==> src/rtl/encoder_pkg.sv <==
// rtl/encoder_pkg.sv - shared types and block-size constants for the RSC encoder sequencer
package encoder_pkg;

  localparam int K_SMALL_BYTES = 132;
  localparam int K_LARGE_BYTES = 768;
  localparam int CNT_W         = 10;

  typedef enum logic [2:0] {
    IDLE,
    CLR,
    DATA,
    TAIL,
    FLUSH
  } state_t;

endpackage

==> src/rtl/encoder_out_reg.sv <==
// rtl/encoder_out_reg.sv - one-deep valid/ready holding register for data and tail beats
module encoder_out_reg (
  input  logic       clk,
  input  logic       aclr,
  input  logic       load_data,
  input  logic       load_tail,
  input  logic [7:0] xk,
  input  logic [7:0] zk,
  input  logic       last,
  input  logic [2:0] tail,
  input  logic       out_ready,
  output logic       out_valid,
  output logic [7:0] out_xk,
  output logic [7:0] out_zk,
  output logic       out_last,
  output logic       out_tail_valid,
  output logic [2:0] out_tail
);

  // A tail load retires any pending data beat, so data and tail never coexist.
  always_ff @(posedge clk or negedge aclr) begin
    if (!aclr) begin
      out_valid      <= 1'b0;
      out_xk         <= 8'h00;
      out_zk         <= 8'h00;
      out_last       <= 1'b0;
      out_tail_valid <= 1'b0;
      out_tail       <= 3'b000;
    end else if (load_data) begin
      out_valid <= 1'b1;
      out_xk    <= xk;
      out_zk    <= zk;
      out_last  <= last;
    end else if (load_tail) begin
      out_valid      <= 1'b0;
      out_last       <= 1'b0;
      out_tail_valid <= 1'b1;
      out_tail       <= tail;
    end else if (out_ready) begin
      out_valid      <= 1'b0;
      out_last       <= 1'b0;
      out_tail_valid <= 1'b0;
    end
  end

endmodule

==> src/rtl/encoder_ctrl.sv <==
// rtl/encoder_ctrl.sv - block sequencer driving the byte-parallel RSC encoder
module encoder_ctrl
  import encoder_pkg::*;
(
  input  logic             clk,
  input  logic             aclr,
  input  logic             start,
  input  logic             k_sel,
  input  logic             in_valid,
  input  logic [7:0]       in_byte,
  output logic             in_ready,
  output logic [7:0]       enc_ck,
  output logic             enc_en,
  output logic             enc_clr,
  input  logic [7:0]       enc_xk,
  input  logic [7:0]       enc_zk,
  input  logic [2:0]       enc_tail,
  output logic             out_valid,
  input  logic             out_ready,
  output logic [7:0]       out_xk,
  output logic [7:0]       out_zk,
  output logic             out_last,
  output logic             out_tail_valid,
  output logic [2:0]       out_tail,
  output logic             busy,
  output logic             done,
  output logic [CNT_W-1:0] byte_cnt
);

  state_t           state;
  logic             k_lat;
  logic [CNT_W-1:0] kbytes_m1;
  logic             slot_free;
  logic             fire;
  logic             last_fire;
  logic             load_tail;

  assign kbytes_m1 = k_lat ? CNT_W'(K_LARGE_BYTES - 1) : CNT_W'(K_SMALL_BYTES - 1);
  assign slot_free = !out_valid || out_ready;
  assign in_ready  = (state == DATA) && slot_free;
  assign fire      = in_valid && in_ready;
  assign last_fire = fire && (byte_cnt == kbytes_m1);
  assign load_tail = (state == TAIL) && slot_free;

  // The encoder only sees a byte on the cycle it is consumed; otherwise its state holds.
  assign enc_en = fire;
  assign enc_ck = fire ? in_byte : 8'h00;

  always_ff @(posedge clk or negedge aclr) begin
    if (!aclr) begin
      state    <= IDLE;
      k_lat    <= 1'b0;
      byte_cnt <= '0;
      busy     <= 1'b0;
      done     <= 1'b0;
      enc_clr  <= 1'b0;
    end else begin
      done    <= 1'b0;
      enc_clr <= 1'b0;
      unique case (state)
        IDLE: begin
          // A start coinciding with the done pulse is dropped.
          if (start && !done) begin
            k_lat   <= k_sel;
            busy    <= 1'b1;
            enc_clr <= 1'b1;
            state   <= CLR;
          end
        end
        CLR: begin
          byte_cnt <= '0;
          state    <= DATA;
        end
        DATA: begin
          if (fire) begin
            byte_cnt <= byte_cnt + CNT_W'(1);
            if (last_fire) state <= TAIL;
          end
        end
        TAIL: begin
          if (load_tail) state <= FLUSH;
        end
        FLUSH: begin
          if (out_ready) begin
            done  <= 1'b1;
            busy  <= 1'b0;
            state <= IDLE;
          end
        end
        default: state <= IDLE;
      endcase
    end
  end

  encoder_out_reg u_out_reg (
    .clk            (clk),
    .aclr           (aclr),
    .load_data      (fire),
    .load_tail      (load_tail),
    .xk             (enc_xk),
    .zk             (enc_zk),
    .last           (last_fire),
    .tail           (enc_tail),
    .out_ready      (out_ready),
    .out_valid      (out_valid),
    .out_xk         (out_xk),
    .out_zk         (out_zk),
    .out_last       (out_last),
    .out_tail_valid (out_tail_valid),
    .out_tail       (out_tail)
  );

endmodule
==> config.mk <==
export PLATFORM = sky130hd
export DESIGN_NAME = encoder_ctrl
export DESIGN_NICKNAME = d
export VERILOG_FILES = /design/src/rtl/encoder_pkg.sv /design/src/rtl/encoder_out_reg.sv /design/src/rtl/encoder_ctrl.sv
export SDC_FILE = /design/constraint.sdc
export NUM_CORES = 1
export LEC_CHECK = 0
export ABC_AREA = 1
export CAP_MARGIN = 25
export CORE_UTILIZATION = 46
export DETAILED_ROUTE_END_ITERATION = 7
export PLACE_DENSITY = 0.95
export SETUP_SLACK_MARGIN = 0.5
export SYNTH_ARGS = -nofsm -noshare
export SYNTH_HDL_FRONTEND = slang
export SYNTH_SLANG_ARGS = --single-unit
==> constraint.sdc <==
create_clock -name clk -period 2.6 [get_ports clk]
set_clock_uncertainty 0.1 [all_clocks]
set_input_delay 0.39 -clock clk [delete_from_list [all_inputs] [get_ports clk]]
set_output_delay 0.39 -clock clk [all_outputs]
set_load 0.005 [all_outputs]
==> impl_metrics.tcl, run 1 <==
set metrics [dict create \
    layout-area-overhead-vs-synth_pct 58.96 \
    required_ns 2.68 \
    num_rows 23 \
    clock_power_share_pct 14.8 \
    final_util_pct 76.32 \
    clkTransAtPathRegs_ns 0.08 \
    cp-start-kind "flop" \
    synth_flop_cell "dfrtp_1" \
    swShare_pct 39.19 \
    leakagePower_nw 1.527 \
    die-area_um2 4438 \
    syn_inst 241 \
    multi_input_area_um2 845.8 \
    ys_seq_area_share_pct 50.81 \
    cts_tree "done" \
    clkLatencyLatePin_ns 0.30 \
    worstPathArrival_ns 2.24 \
    timing.fmax_mhz 461.5 \
    grt_pass1_wl_um 8038 \
    start_util_pct 48.01 \
    fin_nets 374 \
    dr.pass1.iters 5 \
    boundaryPins 78 \
    synth_edf_count 0 \
    drc 0 \
    dpl.hpwl_um 3251 \
    port_buffers 77 \
    dieWidth_um 66.62 \
    ys_ff_latch 39 \
    synth-simple-area-share_pct 33.42 \
    rsz0062_at_grt "true" \
    n_antenna_cell 0 \
    async_flop_share_pct 100.0 \
    drt-wirelength-per-cell_um 15.39 \
    cts-buffers-inserted 5 \
    synthAdderAreaFrac_pct 0.6515 \
    regArea_um2 978.4 \
    muxShareOfSynthArea_pct 1.759 \
    cp_num_buf_inv 5 \
    synth.avg_cell_area_um2 7.969 \
    cp_top_family "buffers and inverters" \
    syn-cell-area_um2 1921 \
    synth_xor_area_share_pct 0.4560 \
    power.net_switching_mw 1.224 \
    fill_cells 263 \
    hold_viol 0 \
    postCtsHoldBufs 0 \
    grt_max_degree 40 \
    gp_congestion 0.8888 \
    clockBufferDepth 2 \
    worst_pin_slew_ns 0.8547 \
    grt_overflow 0 \
    synth_compound_area_share_pct 5.603 \
    setup_tns_ns 0 \
    drt-initial-drc-count 157 \
    ir_drop_uv 664.5 \
    hold_path_class "in -> async" \
    power_frac_seq_pct 33.0 \
    cts_root_buf "clkbuf_8" \
    clkSinkCount 39 \
    critPathMaxFanout 5 \
    core_area_um2 4000 \
    min_period_over_period_pct 83.34 \
    ys_types 27 \
    path_cells "nor2_4, buf_6, nand4_4, buf_6, buf_6, buf_12, a21oi_4, buf_4, nand2_1, o21ai_0" \
    yosys_warnings 0 \
    max_cap_viol_count 0 \
    p_comb_share_pct 52.3 \
    h-tree-depth 2 \
    grt_pass1_vias 1783 \
    power_density_nw_per_um2 1023 \
    crit_top_cell "buf_6" \
    grt_usage_pct 24.56 \
    antenna_found_initial 0 \
    routed-via-count 2040 \
    drive_gt1_share_pct 18.18 \
    synth_top_family_by_area "simple AND/OR/NAND/NOR gates" \
    syn-num-nets 275 \
    routed_wl_um 6016 \
    slew_violations 0 \
    die_h_um 66.62 \
    avgViaCountPerCell 5.217 \
    internal_power_mw 1.899 \
    path_class "reg -> reg" \
    cp_slowest_cell "dfrtp_2" \
    critPathCaptureType "flop" \
    slowest_delay_ns 0.43 \
    setup_viol_count_final 0 \
    period_needed_ns 2.167 \
    final_antenna_net_count 0 \
    maxSlewHeadroom_pct 43.02 \
    status "completed" \
]
[cell usage in the layout, fill, tap and decap left out, drive strengths merged]
master         Yosys  routed
nand4              3       4
clkinv             0       1
clkbuf             1      11
o21ai             13      13
dfrtp             39      39
dlymetal6s2s       0       5
ha                 1       1
mux2               3       3
inv               27      27
clkdlybuf4s50      0      64
nand3             18      18
nor2              25      25
nor3               1       1
nor3b              1       1
or2                1       1
dlygate4sd2        0       4
a21oi              1       1
xor2               1       1
o211ai             1       1
clkdlybuf4s15      0       1
buf                5      19
nand2            100     100
[state kept, by name (all words and copies together), names as in the netlist]
name / count
busy: 1
byte_cnt: 10
done: 1
enc_clr: 1
k_lat: 1
state: 3
u_out_reg.out_last: 1
u_out_reg.out_tail: 3
u_out_reg.out_tail_valid: 1
u_out_reg.out_valid: 1
u_out_reg.out_xk: 8
u_out_reg.out_zk: 8
[path summary, 6_finish.rpt]
| check | from | end | slack [ns] | cells past startpoint |
|---|---|---|---|---|
| setup / recovery | state[2] | byte_cnt[3] | 0.43 | 10 |
| hold / removal | aclr | u_out_reg.out_tail[2] | 0.09 | 1 |
| setup reg to reg | state[2] | byte_cnt[3] | 0.43 | 10 |
| hold reg to reg | u_out_reg.out_xk[3] | u_out_reg.out_xk[3] | 0.38 | 2 |
| max in group asynchronous | aclr | state[2] | 1.71 | 1 |
| min in group clk | u_out_reg.out_xk[3] | u_out_reg.out_xk[3] | 0.38 | 2 |
[worst reg2reg max path: stages, from the launching register on]
cell	delay [ns]
dfrtp_2	0.43
nor2_4	0.21
buf_6	0.13
nand4_4	0.09
buf_6	0.15
buf_6	0.13
buf_12	0.13
a21oi_4	0.27
buf_4	0.18
nand2_1	0.09
o21ai_0	0.15
[power by group through the flow]
stage	logic [mW]	clock network (mW)	registers [mW]
floorplan	0.661	0	1.01
global placement	1.26	0	1.01
detailed placement	1.30	0	1.01
CTS	1.34	0.460	1.02
global route	1.76	0.487	1.05
finish	1.63	0.461	1.03
[final cells by class]
type	instances	share of cell area (%)
Timing Repair inverter	1	0.2049
Tap cell	50	2.049
Multi-Input combinational cell	170	27.70
Timing Repair Buffer	96	31.15
Inverter	27	3.566
Sequential cell	39	32.05
Clock buffer	8	3.279
[kinds of logic after synthesis]
kind of cell,after synthesis
adders and majority gates,1
muxes,3
and+or+nand+nor,149
DFF,39
AOI/OAI and AO/OA,15
buffers and inverters,33
xor gates and xnor gates,1
[metal layers]
metal	share of wire (%)	vias up	global-route usage, %
met5	0	-	0
met4	3.6	0	10.11
met3	8.7	17	8.219
met2	50	121	40.40
met1	37	964	29.15
li1	-	938	-
[cells in the mapped netlist (2+ instances only)]
| cell | count | area, µm² |
|---|---|---|
| o21ai_2 | 5 | 43.79 |
| nor2_2 | 2 | 12.51 |
| nand4_1 | 2 | 12.51 |
| o21ai_0 | 7 | 35.03 |
| nand2_2 | 4 | 25.02 |
| nor2_1 | 22 | 82.58 |
| mux2_2 | 3 | 33.78 |
| dfrtp_1 | 39 | 975.9 |
| buf_2 | 4 | 20.02 |
| nand3_1 | 18 | 90.09 |
| inv_2 | 2 | 7.510 |
| nand2_1 | 95 | 356.6 |
| inv_1 | 24 | 90.09 |
[metrics by stage]
| stage | cells | power [mW] | hold WS [ns] | setup WS, ns | cell area [µm²] |
|---|---|---|---|---|---|
| after floorplan | 241 | 1.666 | -0.005591 | 0.8885 | 1921 |
| after global placement | 365 | 2.268 | 0.3566 | 0.2379 | 2735 |
| after detailed placement | 365 | 2.305 | 0.3643 | 0.1649 | 2735 |
| after CTS | 379 | 2.821 | 0.1246 | 0.3071 | 2894 |
| after global routing | 391 | 3.296 | 0.1520 | 0.3894 | 3053 |
| final | 391 | 3.123 | 0.08571 | 0.4332 | 3053 |
[repair_timing]
action | in CTS | in global routing
gates cloned | 1 | 2
pin swaps | 6 | 8
buffers inserted | 5 | 10
resized for setup | 11 | 30
setup endpoints to repair | 10 | 15
(Power assumes the default switching activity.)
==> run 2, diff against run 1 <==
Settings changed: CORE_UTILIZATION 46 to 43, PLACE_DENSITY 0.95 to 0.92.
Clock period 2.6 ns to 2 ns, I/O delays scaled along.
==> run 2 against run 1 <==
  * Core utilization grew 12 points
  * Worst setup slack worse by 0.43 ns
  * Critical path type is now in -> out
  * Largest cell class is now non-clock buffers
  * Clock power grew 20%
==> impl_metrics.tcl, run 2 (synthesis gave the netlist of run 1 again) <==
set metrics [dict create \
    timing.fmax_mhz 501.4 \
    critPathCaptureType "output port" \
    clkSinkCount 39 \
    worstPathArrival_ns 1.59 \
    gp_congestion 0.8005 \
    clkLatencyLatePin_ns 0.30 \
    cp_slowest_cell "clkdlybuf4s50_1" \
    layout-area-overhead-vs-synth_pct 89.64 \
    die_h_um 68.83 \
    grt_usage_pct 32.40 \
    max_cap_viol_count 0 \
    fin_nets 411 \
    n_antenna_cell 0 \
    slew_violations 0 \
    dr.pass1.iters 5 \
    largestRegisters "byte_cnt (10), u_out_reg.out_xk (8), u_out_reg.out_zk (8)" \
    r2r-end "byte_cnt[2]" \
    top_register "byte_cnt" \
    worst_pin_slew_ns 0.3525 \
    period_needed_ns 1.994 \
    critPathMaxFanout 5 \
    grt_max_degree 18 \
    required_ns 1.60 \
    num_rows 23 \
    avgViaCountPerCell 5.667 \
    grt_pass1_wl_um 10650 \
    routed-via-count 2420 \
    dpl.hpwl_um 3411 \
    final_antenna_net_count 0 \
    hold_ws_ns 0.3388 \
    setup_ws_ns 0.005655 \
    cts-buffers-inserted 5 \
    hold_viol 0 \
    drc 0 \
    drt-wirelength-per-cell_um 20.49 \
    drive_gt1_share_pct 42.18 \
    routed_wl_um 8751 \
    clockBufferDepth 2 \
    slowest_delay_ns 0.65 \
    hold_path_class "in -> async" \
    cts_tree "done" \
    rsz0062_at_grt "true" \
    mostFrequentLayoutCells "nand2_1, dlygate4sd2_1, nand2_2, dfrtp_1, clkdlybuf4s50_1" \
    path_cells "clkdlybuf4s50_1, nand4_4, buf_6, nor2_4, buf_2" \
    dp_slack_ns -0.2365 \
    grt_overflow 0 \
    min_period_over_period_pct 99.72 \
    clkTransAtPathRegs_ns 0.07 \
    dieWidth_um 68.83 \
    r2r-start "state[0]" \
    start_util_pct 46.35 \
    final_util_pct 87.89 \
    ir_drop_uv 859.0 \
    setup_viol_count_final 0 \
    leakagePower_nw 1.872 \
    grt_pass1_vias 2185 \
    die-area_um2 4738 \
    cts_root_buf "clkbuf_8" \
    maxSlewHeadroom_pct 76.50 \
    boundaryPins 78 \
    cp-start-kind "input pin" \
    antenna_found_initial 0 \
    path_class "in -> out" \
    final_common_cell "nand2_1" \
    largest_reg_flops 10 \
    setup_tns_ns 0 \
    port_buffers 77 \
    h-tree-depth 2 \
    reg2reg_depth 9 \
    drt-initial-drc-count 357 \
    core_area_um2 4144 \
    status "completed" \
    r2r_setup_slack_ns 0.08 \
    power_density_nw_per_um2 1418 \
]
[run 2: layout make-up]
type	instances	area, µm²
clock buffers	6	82.58
flip-flops and latches	39	984.7
inverters	27	116.4
clock inverters	1	5.005
fillers	164	501.7
repair buffers	133	1299
repair inverters	1	8.758
multi-input cells	170	1084
well taps	50	62.56
[run 2: repair_timing]
action | CTS | global route
endpoints found under the setup margin | 75 | 43
hold buffers | 1 | 0
setup buffers | 35 | 8
hold endpoints to repair | 12 | 0
cloned | 5 | 1
resized for setup | 144 | 50
pin swaps | 19 | 22
[run 2: power by group]
group          leakage [nW]  total, mW  switching [mW]  internal (mW)
Combinational          1.34       3.26            1.67           1.59
Clock                0.0470      0.552           0.281          0.271
Sequential            0.486       1.35           0.270           1.08
[run 2: layer usage]
layer | GRT usage [%] | share of wire [%]
met4 | 14.54 | 4.3
met3 | 9.211 | 9.1
met2 | 57.35 | 50
met5 | 0 | 0
met1 | 35.89 | 36
[run 2: how the worst max path moves through the flow]
stage | startpoint | slack, ns | end
after floorplan | state[2] | 0.48 | enc_ck[0]
after global placement | out_ready | -0.19 | enc_ck[2]
after detailed placement | out_ready | -0.24 | enc_ck[4]
after CTS | state[2] | 0.05 | enc_ck[4]
after global routing | state[0] | -0.006 | enc_ck[1]
final | in_valid | 0.006 | enc_ck[1]
[run 2: metrics by stage]
| step | area (µm²) | instances | total power [mW] |
|---|---|---|---|
| 5_1_grt | 3642 | 427 | 5.366 |
| 3_3_place_gp | 2796 | 370 | 3.022 |
| 2_1_floorplan | 1961 | 241 | 2.216 |
| 3_5_place_dp | 2796 | 370 | 3.074 |
| 6_report | 3642 | 427 | 5.164 |
| 4_1_cts | 3351 | 418 | 4.237 |
[run 2: critical path: cells and delay by family]
kind,cells,cell delay [ns]
buffers and inverters,3,0.97
AND/OR/NAND/NOR,2,0.32
==> run 3, diff against run 2 <==
Settings changed: CORE_MARGIN from default to 3.
==> run 3 against run 2 <==
  * Final cell count decreased by 3.3%
  * Global-route usage down 8.4 points
  * Via count fell by 13%
  * Final area is 8.5% lower
  * First-iteration DRC count down 36%
  * Combinational power fell by 26%
==> impl_metrics.tcl, run 3 (synthesis gave the netlist of run 1 again) <==
set metrics [dict create \
    worst_pin_slew_ns 0.4958 \
    setup_viol_count_final 0 \
    hold_ws_ns 0.3680 \
    mostFrequentLayoutCells "nand2_1, dlygate4sd2_1, dfrtp_1" \
    cts-buffers-inserted 5 \
    dpl.hpwl_um 3565 \
    p_total_mw 4.476 \
    r2r-end "byte_cnt[3]" \
    ir_drop_uv 731.1 \
    cp_top_family "buffers and inverters" \
    largestRegisters "byte_cnt (10), u_out_reg.out_xk (8), u_out_reg.out_zk (8)" \
    reg2reg_depth 10 \
    start_util_pct 46.35 \
    drt-initial-drc-count 227 \
    busiest_layer "met2" \
    clkTransAtPathRegs_ns 0.08 \
    grt_pass1_wl_um 9839 \
    r2r-start "state[0]" \
    fin_nets 396 \
    slowest_delay_ns 0.42 \
    path_class "reg -> reg" \
    multi_input_area_um2 944.7 \
    die_h_um 72.83 \
    use_met3_pct 6.612 \
    routed-via-count 2101 \
    num_rows 23 \
    n_antenna_cell 0 \
    cts_tree "done" \
    clockBufferDepth 2 \
    cp-start-kind "flop" \
    required_ns 2.12 \
    path_cells "nor2_4, nand4_4, buf_6, buf_6, buf_6, buf_12, a21oi_4, buf_6, nand2_1, o21ai_1" \
    cp_num_buf_inv 5 \
    drc 0 \
    leakagePower_nw 1.710 \
    period_needed_ns 1.922 \
    maxSlewHeadroom_pct 66.94 \
    rsz0062_at_grt "true" \
    grt_usage_pct 23.97 \
    fill_cells 260 \
    clkLatencyLatePin_ns 0.29 \
    critPathMaxFanout 4 \
    critPathCaptureType "flop" \
    final_common_cell "nand2_1" \
    final_antenna_net_count 0 \
    largest_reg_flops 10 \
    worstPathArrival_ns 2.04 \
    hold_viol 0 \
    min_period_over_period_pct 96.12 \
    use_met1_pct 28.47 \
    layout-area-overhead-vs-synth_pct 73.49 \
    regArea_um2 983.4 \
    max_cap_viol_count 0 \
    boundaryPins 78 \
    min_to "u_out_reg.out_tail_valid" \
    routed_wl_um 6014 \
    final_cells 413 \
    status "completed" \
    port_buffers 77 \
    grt_pass1_vias 2127 \
    placed_cells 372 \
    met2_usage_pct 42.59 \
    grt_overflow 0 \
    cts_root_buf "clkbuf_8" \
    drt-wirelength-per-cell_um 14.56 \
    worstHoldPathCells 2 \
    grt_max_degree 40 \
    timing.fmax_mhz 520.2 \
    h-tree-depth 2 \
    gp_congestion 0.8148 \
    avgViaCountPerCell 5.087 \
    dieWidth_um 72.83 \
    hold_path_class "reg -> reg" \
    crit_top_cell "buf_6" \
    clkSinkCount 39 \
    slew_violations 0 \
    power_density_nw_per_um2 1343 \
    r2r_setup_slack_ns 0.08 \
    cp_slowest_cell "dfrtp_1" \
    antenna_found_initial 0 \
    drive_gt1_share_pct 35.81 \
    die-area_um2 5304 \
    hp-start "u_out_reg.out_tail_valid" \
    dr.pass1.iters 4 \
    top_register "byte_cnt" \
    core_area_um2 4144 \
]
run 3: stage by stage:
step | setup TNS (ns) | util (%) | worst slack (ns) | cell area (µm²)
after CTS | 0 | 77.63 | 0.1084 | 3217
after floorplan | 0 | - | 0.4827 | 1961
final | 0 | 80.40 | 0.07766 | 3332
after global routing | 0 | 80.40 | 0.03130 | 3332
after global placement | -2.455 | 67.84 | -0.1869 | 2811
after detailed placement | -3.437 | 67.84 | -0.2486 | 2811
run 3: layout make-up:
cell class,count,area share (%)
repair inverters,1,0.1878
well taps,50,1.878
inverters,27,3.267
multi-input cells,169,28.35
repair buffers,119,32.71
clock inverters,3,2.028
clock buffers,5,2.065
flip-flops and latches,39,29.52
run 3: routing by layer:
layer  vias to the layer above  wire, µm
met4                         0       130
met1                       975      2351
met5                         -         0
met3                        20       545
met2                       121      2986
li1                        985         -
run 3: repair_timing:
item | in CTS | in global routing
hold buffers | 1 | 0
pin swaps | 15 | 7
cloned | 1 | 0
setup buffers | 28 | 3
hold endpoints to repair | 39 | 0
gates resized for setup | 115 | 31
setup endpoints to repair | 77 | 46
run 3: where the power goes:
part           internal, mW  switching [mW]
logic                  1.15            1.25
registers              1.08           0.205
clock network         0.498           0.291
run 3: worst max-delay path by stage:
stage	end	startpoint	depth (start not counted)	slack (ns)
4_1_cts	enc_ck[7]	state[2]	7	0.11
5_1_grt	byte_cnt[3]	state[0]	10	0.03
3_5_place_dp	enc_ck[5]	out_ready	6	-0.25
2_1_floorplan	enc_ck[0]	state[2]	5	0.48
3_3_place_gp	enc_ck[1]	out_ready	6	-0.19
6_report	byte_cnt[3]	state[0]	10	0.08
run 3: worst min-delay path, stage by stage (launching register included):
cell,delay [ns]
dfrtp_1,0.34
nand2_1,0.05
nand2_1,0.05
